File: src/rtl/conv_window_addr_gen.sv
// Raster sequencer for the 3x3 window reader: computes nine tap addresses and a
// padding mask per output pixel, hands each window to the reader, and waits for it.
module conv_window_addr_gen #(
  parameter int                IMG_W     = 64,
  parameter int                IMG_H     = 64,
  parameter int                ADDR_W    = 12,
  parameter logic [ADDR_W-1:0] BASE_ADDR = '0,
  parameter int                STRIDE    = 1,
  parameter logic [ADDR_W-1:0] PAD_ADDR  = {ADDR_W{1'b1}}
) (
  input  logic              i_clk,
  input  logic              i_reset,
  input  logic              i_start,
  input  logic              i_ctrlReady,
  input  logic              i_ctrlValid,
  output logic [9*ADDR_W:0] o_addrOut,
  output logic              o_start,
  output logic [8:0]        o_padMask,
  output logic [5:0]        o_row,
  output logic [5:0]        o_col,
  output logic              o_busy,
  output logic              o_done
);

  localparam int         OUT_W    = (IMG_W + STRIDE - 1) / STRIDE;
  localparam int         OUT_H    = (IMG_H + STRIDE - 1) / STRIDE;
  localparam logic [5:0] LAST_COL = 6'(OUT_W - 1);
  localparam logic [5:0] LAST_ROW = 6'(OUT_H - 1);

  typedef enum logic [2:0] {
    S_IDLE,
    S_CALC,
    S_ISSUE,
    S_WAIT,
    S_DONE
  } state_t;

  state_t                  state_q, state_d;
  logic [5:0]              row_q, row_d;
  logic [5:0]              col_q, col_d;
  logic [9*ADDR_W-1:0]     addr_q, addr_d;
  logic [8:0]              mask_q, mask_d;

  // Returns {pad, address}. Signed int math keeps row/col -1 from wrapping onto a live pixel.
  function automatic logic [ADDR_W:0] tap_f(input logic [5:0] row, input logic [5:0] col,
                                            input int dy, input int dx);
    int r;
    int c;
    int lin;
    r = int'(row) * STRIDE + dy - 1;
    c = int'(col) * STRIDE + dx - 1;
    if (r < 0 || r >= IMG_H || c < 0 || c >= IMG_W) begin
      return {1'b1, PAD_ADDR};
    end
    lin = int'(BASE_ADDR) + r * IMG_W + c;
    return {1'b0, ADDR_W'(lin)};
  endfunction

  always_comb begin
    state_d = state_q;
    row_d   = row_q;
    col_d   = col_q;
    addr_d  = addr_q;
    mask_d  = mask_q;
    case (state_q)
      S_IDLE: begin
        if (i_start) begin
          row_d   = '0;
          col_d   = '0;
          state_d = S_CALC;
        end
      end
      S_CALC: begin
        for (int k = 0; k < 9; k++) begin
          {mask_d[k], addr_d[k*ADDR_W +: ADDR_W]} = tap_f(row_q, col_q, k / 3, k % 3);
        end
        state_d = S_ISSUE;
      end
      S_ISSUE: begin
        if (i_ctrlReady) state_d = S_WAIT;
      end
      S_WAIT: begin
        if (i_ctrlValid) begin
          if (row_q == LAST_ROW && col_q == LAST_COL) begin
            state_d = S_DONE;
          end else begin
            if (col_q == LAST_COL) begin
              col_d = '0;
              row_d = row_q + 6'd1;
            end else begin
              col_d = col_q + 6'd1;
            end
            state_d = S_CALC;
          end
        end
      end
      S_DONE:  state_d = S_IDLE;
      default: state_d = S_IDLE;
    endcase
  end

  always_ff @(posedge i_clk or posedge i_reset) begin
    if (i_reset) begin
      state_q <= S_IDLE;
      row_q   <= '0;
      col_q   <= '0;
      addr_q  <= '0;
      mask_q  <= '0;
    end else begin
      state_q <= state_d;
      row_q   <= row_d;
      col_q   <= col_d;
      addr_q  <= addr_d;
      mask_q  <= mask_d;
    end
  end

  // Addresses stay frozen outside CALC, so the reader can sample them combinationally.
  assign o_addrOut = {1'b0, addr_q};
  assign o_padMask = mask_q;
  assign o_row     = row_q;
  assign o_col     = col_q;
  assign o_start   = (state_q == S_ISSUE) && i_ctrlReady;
  assign o_busy    = (state_q != S_IDLE);
  assign o_done    = (state_q == S_DONE);

endmodule

File: config.mk
export PLATFORM = sky130hd
export DESIGN_NAME = conv_window_addr_gen
export DESIGN_NICKNAME = d
export VERILOG_FILES = /design/src/rtl/conv_window_addr_gen.sv
export SDC_FILE = /design/constraint.sdc
export NUM_CORES = 1
export LEC_CHECK = 0
export ABC_AREA = 0
export CAP_MARGIN = 20
export CORE_MARGIN = 2
export CORE_UTILIZATION = 53
export CTS_CLUSTER_DIAMETER = 100
export DETAILED_ROUTE_END_ITERATION = 6
export DONT_BUFFER_PORTS = 1
export HOLD_SLACK_MARGIN = 0.03
export PLACE_DENSITY = 0.73
export SKIP_LAST_GASP = 1
export SLEW_MARGIN = 20
export SYNTH_ARGS = -nofsm -noshare
export SYNTH_HDL_FRONTEND = slang
export SYNTH_SLANG_ARGS = --single-unit
File: constraint.sdc
create_clock -name i_clk -period 3.65 [get_ports i_clk]
set_clock_uncertainty 0.15 [all_clocks]
set_input_delay 0.1825 -clock i_clk [delete_from_list [all_inputs] [get_ports i_clk]]
set_output_delay 0.1825 -clock i_clk [all_outputs]
set_load 0.01 [all_outputs]
==> results_dict.tcl, run 1 <==
set metrics [dict create \
    synth_top_cell_area_share_pct 54.2 \
    async_flop_share_pct 100 \
    min_from "i_ctrlValid" \
    reg2reg_from "o_col[1]" \
    drc 0 \
    fin_crit_ns 3.19 \
    wire_per_inst_um 20.8 \
    yosys.area_share.simple_pct 16.6 \
    timing.fmax_mhz 313 \
    clockBufferDepth 2 \
    pre_cts_ws_ns 0.539 \
    gr-total-overflow 0 \
    cts_htree_levels 4 \
    r2r.worst_path.cells 11 \
    drtIter0Drc 475 \
    synth_fa_ha_area_share_pct 4.05 \
    synth_top_area_cell "dfrtp_1" \
    path_delay_family "simple AND/OR/NAND/NOR gates" \
    end_kind "flip-flop" \
    yosys_register_bits 131 \
    syn_inst 620 \
    final_hold_viol_count 0 \
    drv_cap 0 \
    muxShareOfSynthArea_pct 0.496 \
    r2r-end "addr_q[11]" \
    root_buffer "clkbuf_16" \
    synthDistinctLibCells 56 \
    die_y_um 111 \
    path_cells "inv_1, ha_1, nor3b_2, nand2_1, inv_1, ha_1, and3b_1, o311ai_1, mux2i_1, or3_1, a31oi_1" \
    power_leakage_nw 2.90 \
    yosys-top-cells-area "dfrtp_1, nor2_1, nand2_1" \
    drtPass1Iterations 5 \
    setup_violations 0 \
    die_x_um 111 \
    drtAntennaViolNets 0 \
    io_buffer_count 0 \
    final_common_cell "dfrtp_1" \
    status "finished, final reports clean" \
    multiInputGateArea_sq_mm 0.00253 \
    slowest_delay_ns 0.51 \
    max-slew-margin-rel_pct 50.1 \
    fill_cells 920 \
    timing.setup.tns_ns 0 \
    synthFlopType "dfrtp_1" \
    setup.worst_path.start_class "flip-flop" \
    drive_above_1_share_pct 10.5 \
    track_usage_pct 26.4 \
    path_buf_inv 2 \
    syn-cell-area_sq_mm 0.00605 \
    fp-row-count 39 \
    io_pins 138 \
    critPathArrivalTime_ns 3.37 \
    critPathSlowestCell "dfrtp_1" \
    viasPerCell 6.01 \
    r2r_slack_ns 0.46 \
    vias 4648 \
    tightest_slew_ns 0.748 \
    synth_top_family_by_area "simple AND/OR/NAND/NOR gates" \
    yosys_warnings 0 \
    globalplace.congestion 0.890 \
    whs_path_depth 2 \
    min_period_over_period_pct 87.4 \
    cp_max_fo 11 \
    regArea_sq_mm 0.00328 \
    cts_tree "yes" \
    grt_max_degree 73 \
    hold_class "in2reg" \
    yosysSeqAreaShare_pct 54.2 \
    final_cells 773 \
    synth-xor-area-share_pct 6.04 \
    clkTransAtPathRegs_ns 0.06 \
    power-per-cell-area_mw_per_mm2 902 \
    ir_worst_vdd_mv 0.385 \
    cts_setup_buffers 0 \
    required_ns 3.83 \
    synth-compound-area-share_pct 14.4 \
    routed_wl_um 16100 \
    fp.coreArea_sq_mm 0.0113 \
    n_antenna_cell 0 \
    worst_slack_ns 0.458 \
    antenna_found_initial 0 \
    avgSynthCellArea_sq_um 9.76 \
    initial_core_util_pct 53.7 \
    cts_num_sinks 131 \
    grt_first_pass_wirelength_um 25400 \
    clk_latency_ns 0.41 \
    finalNetCount 641 \
    dp_hpwl_um 11000 \
    final_cell_mix "dfrtp_1, nor2_1, nand2_1" \
    total_power_mw 6.18 \
    final_util_pct 60.8 \
    syn_to_final_growth_pct 13.1 \
    rsz0062_at_grt "false" \
    synth_edf_count 0 \
    hold_path_end "o_row[1]" \
    die_area_sq_mm 0.0123 \
    path_class "reg2reg" \
    grt_pass1_vias 4532 \
    place_inst 736 \
    cts_made_buffers 17 \
    slew_viol_final 0 \
]
[per-layer routing]
metal  up-vias  routed length, um  share of wire (%)  track usage [%]
met5         -                  0                  0                0
met4         0                323                2.0             8.50
met3        30               1660                 10             10.7
met2       222               7340                 46             40.1
met1      2272               6740                 42             35.0
li1       2124                  -                  -                -
[cells by family after synthesis]
logic type | Yosys count
and+or+nand+nor | 223
AOI/OAI and AO/OA | 144
DFF | 131
buffers and inverters | 59
xor gates and xnor gates | 40
adders and majority gates | 19
muxes | 3
other | 1
[worst max-delay path by stage]
stage               startpoint          to  slack [ns]  cells after the start
floorplan             o_row[0]  addr_q[11]        0.59                     12
global placement      o_col[1]  addr_q[11]        0.70                     11
detailed placement    o_col[1]  addr_q[11]        0.54                     11
CTS                   o_col[1]  addr_q[11]        0.50                     11
global route          o_col[1]  addr_q[11]        0.25                     11
finish                o_col[1]  addr_q[11]        0.46                     11
[Yosys cell counts, types with 3 or more instances]
library cell	instances
nand2_1	63
clkbuf_1	28
a31oi_1	35
nor2b_1	3
and3_1	3
mux2i_1	3
buf_4	3
xor2_1	14
inv_1	13
o21ai_0	32
buf_2	8
o22a_1	12
nand3_1	22
a21o_1	3
a21oi_1	42
ha_1	18
o21ai_1	6
nor2_1	96
nor3_1	7
and2_1	3
nand4_1	6
xnor2_1	24
buf_1	4
dfrtp_1	131
[layout make-up]
type	instances	area share [%]
multi-input combinational	431	36.9
tap	143	2.61
clock inverter	11	1.85
sequential	131	47.9
clock buffer	21	7.02
timing repair buffer	22	2.92
inverter	14	0.822
[state kept, by name (all words and copies together) (netlist names)]
register	flops
o_col	6
state_q	3
addr_q	108
o_padMask	8
o_row	6
[through the flow]
step	cell area [sq um]	hold WS, ns
floorplan	6060	0.297
global placement	6180	0.139
detailed placement	6180	0.154
CTS	6830	0.0523
global route	6850	0.111
finish	6850	0.0636
[worst register-to-register path, stage by stage (launching register included)]
cell	delay, ns
dfrtp_1	0.51
inv_1	0.16
ha_1	0.22
nor3b_2	0.33
nand2_1	0.12
inv_1	0.32
ha_1	0.35
and3b_1	0.19
o311ai_1	0.07
mux2i_1	0.13
or3_1	0.38
a31oi_1	0.18
[repair_timing]
action | 4_1_cts | 5_1_grt
hold endpoints to repair | 63 | 0
hold buffers | 4 | 0
resized for setup | 0 | 0
[where the power goes]
group	leakage, nW	switching, mW	internal [mW]	total, mW
Combinational	1.14	1.32	0.706	2.03
Sequential	1.47	0.540	1.89	2.43
Clock	0.288	0.640	1.08	1.72
Total	2.90	2.50	3.68	6.18
Note: power is estimated with default switching activity, not from simulation.
==> inputs of run 2 (changes only) <==
Settings changed: CORE_UTILIZATION 53 to 55, PLACE_DENSITY 0.73 to 0.75.
==> run 2 against run 1 <==
  * Non-clock buffer count shrank 1
  * Register-to-register slack improved by 0.08 ns
  * Total power fell by 1.4%
  * Largest cell class unchanged
  * Wire length decreased by 0.83%
  * Setup slack improved by 0.081 ns
  * Highest routed layer unchanged
==> results_dict.tcl, run 2 (same netlist as run 1, synthesis figures left out) <==
set metrics [dict create \
    min_from "i_ctrlReady" \
    setup_violations 0 \
    fp-row-count 38 \
    drive_above_1_share_pct 9.57 \
    required_ns 3.95 \
    cts_htree_levels 4 \
    die_y_um 109 \
    timing.setup.tns_ns 0 \
    slew_viol_final 0 \
    r2r_slack_ns 0.54 \
    root_buffer "clkbuf_8" \
    cts_setup_buffers 0 \
    holdWs_ns 0.375 \
    total_power_mw 6.09 \
    worst_slack_ns 0.539 \
    drtPass1Iterations 5 \
    n_antenna_cell 0 \
    dp_hpwl_um 11000 \
    final_common_cell "dfrtp_1" \
    cts_num_sinks 131 \
    grt_max_degree 82 \
    hold_class "in2out" \
    power_leakage_nw 2.88 \
    final_cell_mix "dfrtp_1, nor2_1, nand2_1" \
    viasPerCell 6.08 \
    r2r-end "addr_q[11]" \
    clockBufferDepth 2 \
    syn_to_final_growth_pct 12.2 \
    tightest_slew_ns 0.686 \
    io_pins 138 \
    final_hold_viol_count 0 \
    end_kind "flip-flop" \
    pre_cts_ws_ns 0.605 \
    top_register "addr_q" \
    rsz0062_at_grt "false" \
    globalplace.congestion 0.877 \
    largest_register_ffs 108 \
    path_class "reg2reg" \
    grt_pass1_vias 4551 \
    drc 0 \
    critPathSlowestCell "dfrtp_1" \
    drv_cap 0 \
    slowest_delay_ns 0.50 \
    timing.fmax_mhz 321 \
    hold_path_end "o_start" \
    ir_worst_vdd_mv 0.486 \
    path_cells "inv_1, ha_1, nor3b_2, nand2_1, inv_1, ha_1, and3b_1, o311ai_1, mux2i_1, or3_1, a31oi_1" \
    power-per-cell-area_mw_per_mm2 896 \
    routed_wl_um 15900 \
    cts_tree "yes" \
    r2r.worst_path.cells 11 \
    initial_core_util_pct 56.1 \
    min_period_over_period_pct 85.2 \
    clkTransAtPathRegs_ns 0.06 \
    fin_crit_ns 3.11 \
    setup.worst_path.start_class "flip-flop" \
    io_buffer_count 0 \
    wire_per_inst_um 20.8 \
    track_usage_pct 28.3 \
    final_util_pct 62.9 \
    antenna_found_initial 0 \
    cts_made_buffers 17 \
    drtAntennaViolNets 0 \
    path_delay_family "simple AND/OR/NAND/NOR gates" \
    path_buf_inv 2 \
    whs_path_depth 1 \
    gr-total-overflow 0 \
    drtIter0Drc 644 \
    clk_latency_ns 0.53 \
    fp.coreArea_sq_mm 0.0108 \
    grt_first_pass_wirelength_um 25100 \
    die_x_um 109 \
    die_area_sq_mm 0.0119 \
    cp_max_fo 11 \
    critPathArrivalTime_ns 3.41 \
    finalNetCount 640 \
    vias 4660 \
    max-slew-margin-rel_pct 54.2 \
    reg2reg_from "o_col[1]" \
    status "finished, final reports clean" \
]
## run 2: worst max path at each step
stage                  start  slack (ns)         end  cells past startpoint
floorplan           o_row[0]        0.59  addr_q[11]                     12
global route        o_col[1]        0.33  addr_q[47]                     11
CTS                 o_col[1]        0.59  addr_q[11]                     11
detailed placement  o_col[1]        0.61  addr_q[11]                     11
global placement    o_col[1]        0.70  addr_q[11]                     11
finish              o_col[1]        0.54  addr_q[11]                     11
## run 2: power breakdown
part | switching [mW] | leakage (nW) | total, mW | internal (mW)
registers | 0.564 | 1.47 | 2.45 | 1.89
logic | 1.30 | 1.13 | 1.99 | 0.690
clock network | 0.623 | 0.273 | 1.65 | 1.03
total | 2.48 | 2.88 | 6.09 | 3.61
## run 2: cell type report
type | instances | area, sq um
Inverter | 14 | 56.3
Clock inverter | 11 | 139
Tap cell | 140 | 175
Sequential cell | 131 | 3280
Clock buffer | 19 | 422
Fill cell | 874 | 4000
Timing Repair Buffer | 21 | 195
Multi-Input combinational cell | 431 | 2530
## run 2: what timing repair did
item                      CTS  global route
gates resized for setup     0             0
hold endpoints to repair   65            17
hold buffers                4             1
## run 2: per-layer routing
metal  vias to the layer above  track usage, %  part of all wire (%)
met5                         -               0                     0
met4                         0            9.52                   2.4
met3                        33            12.0                    12
met2                       249            42.3                    45
met1                      2265            37.3                    40
li1                       2113               -                     -
## run 2: stage by stage
stage                     cell area, sq um  cells
after global placement                6160    731
final                                 6790    767
after CTS                             6760    765
after global routing                  6790    767
after floorplan                       6060    621
after detailed placement              6160    731
==> inputs of run 3 (changes only) <==
Settings changed: CORE_ASPECT_RATIO set to 0.5, PLACE_DENSITY 0.75 to 0.72.
Clock period 3.65 ns to 3.2 ns, I/O delays scaled along.
==> run 3 against run 2 <==
  * Combinational power rose by 21%
  * Via count rose by 0.19%
  * Largest cell class unchanged
  * Maximum frequency rose by 8.5%
  * Hold slack got worse by 0.32 ns
  * Cell area rose by 1.9%
  * First-iteration DRC count fell by 34%
  * Total power rose by 17%
  * Register-to-register slack got worse by 0.21 ns
  * Critical path depth did not move
  * Utilization rose by 0.91 points
==> results_dict.tcl, run 3 (same netlist as run 1, synthesis figures left out) <==
set metrics [dict create \
    status "finished, final reports clean" \
    min_period_over_period_pct 89.6 \
    root_buffer "clkbuf_16" \
    syn_to_final_growth_pct 14.4 \
    top_register "addr_q" \
    r2r.worst_path.cells 11 \
    place_inst 749 \
    multiInputGateArea_sq_mm 0.00252 \
    finalNetCount 652 \
    io_pins 138 \
    drtIter0Drc 427 \
    timing.setup.tns_ns 0 \
    routed_wl_um 16100 \
    grt_pass1_vias 4435 \
    timing.fmax_mhz 349 \
    slew_viol_final 0 \
    cell_internal_pwr_mw 4.26 \
    fill_cells 888 \
    tightest_slew_ns 0.777 \
    cp_max_fo 4 \
    rsz0062_at_grt "false" \
    final_util_pct 63.9 \
    largest_register_ffs 108 \
    final_common_cell "dfrtp_1" \
    reg2reg_from "o_row[0]" \
    p_seq_share_pct 38.5 \
    grt_first_pass_wirelength_um 25500 \
    globalplace.congestion 0.877 \
    final_cell_mix "dfrtp_1, nor2_1, nand2_1" \
    final_hold_viol_count 0 \
    setup_violations 0 \
    n_antenna_cell 0 \
    drtAntennaViolNets 0 \
    clockBufferDepth 2 \
    die_y_um 78.2 \
    cts_made_buffers 17 \
    regArea_sq_mm 0.00328 \
    fp-row-count 27 \
    track_usage_pct 28.1 \
    drtPass1Iterations 5 \
    netSwitchingPower_mw 2.86 \
    die_area_sq_mm 0.0119 \
    viasPerCell 5.95 \
    final_cells 785 \
    gr-total-overflow 0 \
    drive_above_1_share_pct 11.7 \
    max-slew-margin-rel_pct 48.1 \
    hold_class "in2async" \
    grt_max_degree 56 \
    path_class "reg2reg" \
    drc 0 \
    total_power_mw 7.12 \
    antenna_found_initial 0 \
    cts_num_sinks 131 \
    ctsResizeCount 0 \
    r2r_slack_ns 0.33 \
    clk_latency_ns 0.43 \
    initial_core_util_pct 55.8 \
    cts_htree_levels 4 \
    clkPwrFrac_pct 27.8 \
    drv_cap 0 \
    end_kind "flip-flop" \
    combPwrFrac_pct 33.7 \
    dp_hpwl_um 11100 \
    fin_crit_ns 2.87 \
    r2r-end "addr_q[11]" \
    fp.coreArea_sq_mm 0.0108 \
    clkTransAtPathRegs_ns 0.06 \
    power-per-cell-area_mw_per_mm2 1030 \
    critPathArrivalTime_ns 3.06 \
    die_x_um 152 \
    cts_tree "yes" \
    setup.worst_path.start_class "flip-flop" \
    io_buffer_count 0 \
    vias 4669 \
    swShare_pct 40.2 \
    ir_worst_vdd_mv 0.513 \
    required_ns 3.40 \
    wire_per_inst_um 20.5 \
    power_leakage_nw 2.95 \
]
[run 3: layout make-up]
cell class | instances | share of cell area [%]
Sequential cell | 131 | 47.3
Multi-Input combinational cell | 431 | 36.5
Clock buffer | 18 | 6.34
Timing Repair Buffer | 33 | 4.08
Tap cell | 145 | 2.62
Clock inverter | 13 | 2.33
Inverter | 14 | 0.813
[run 3: repair_timing]
| item | in CTS | in global routing |
|---|---|---|
| buffers inserted | 0 | 0 |
| hold buffers | 4 | 0 |
| endpoints found under the hold margin | 57 | 0 |
| endpoints found under the setup margin | 0 | 0 |
[run 3: worst max path at each step]
| stage | startpoint | slack (ns) | end |
|---|---|---|---|
| 3_5_place_dp | o_row[1] | 0.40 | addr_q[11] |
| 2_1_floorplan | o_row[0] | 0.14 | addr_q[11] |
| 4_1_cts | o_row[1] | 0.36 | addr_q[11] |
| 6_report | o_row[0] | 0.33 | addr_q[11] |
| 3_3_place_gp | o_col[0] | 0.51 | addr_q[11] |
| 5_1_grt | o_col[0] | 0.14 | addr_q[11] |
[run 3: power by group through the flow]
| stage | clock network (mW) | logic, mW | registers, mW |
|---|---|---|---|
| final | 1.98 | 2.40 | 2.74 |
| after global routing | 2.08 | 2.70 | 2.80 |
| after CTS | 2.00 | 2.38 | 2.75 |
| after detailed placement | 0 | 2.36 | 2.77 |
| after global placement | 0 | 2.30 | 2.76 |
| after floorplan | 0 | 1.75 | 2.65 |
[run 3: routing by layer]
layer  vias to the layer above  global-route usage (%)  wire length [um]  share of wire (%)
met4                         0                    10.5               325                2.0
met3                        30                    11.4              1700                 11
li1                       2145                       -                 -                  -
met2                       215                    41.1              7090                 44
met1                      2279                    37.9              7000                 43
met5                         -                       0                 0                  0
[run 3: worst max-delay path, cell delays in order (launching register included)]
cell and delay (ns):
dfrtp_1 0.35, inv_1 0.06, ha_1 0.25, nor3b_1 0.16, xnor2_1 0.41, inv_1 0.11
ha_1 0.35, and3b_1 0.19, o311ai_1 0.07, mux2i_1 0.12, or3_1 0.39, a31oi_1 0.17
[run 3: through the flow]
| stage | instance area (sq um) | setup slack, ns | hold WS (ns) |
|---|---|---|---|
| 6_report | 6920 | 0.334 | 0.0576 |
| 5_1_grt | 6920 | 0.139 | 0.0820 |
| 4_1_cts | 6900 | 0.359 | 0.0445 |
| 3_5_place_dp | 6260 | 0.395 | 0.122 |
| 3_3_place_gp | 6260 | 0.505 | 0.120 |
| 2_1_floorplan | 6060 | 0.145 | 0.275 |
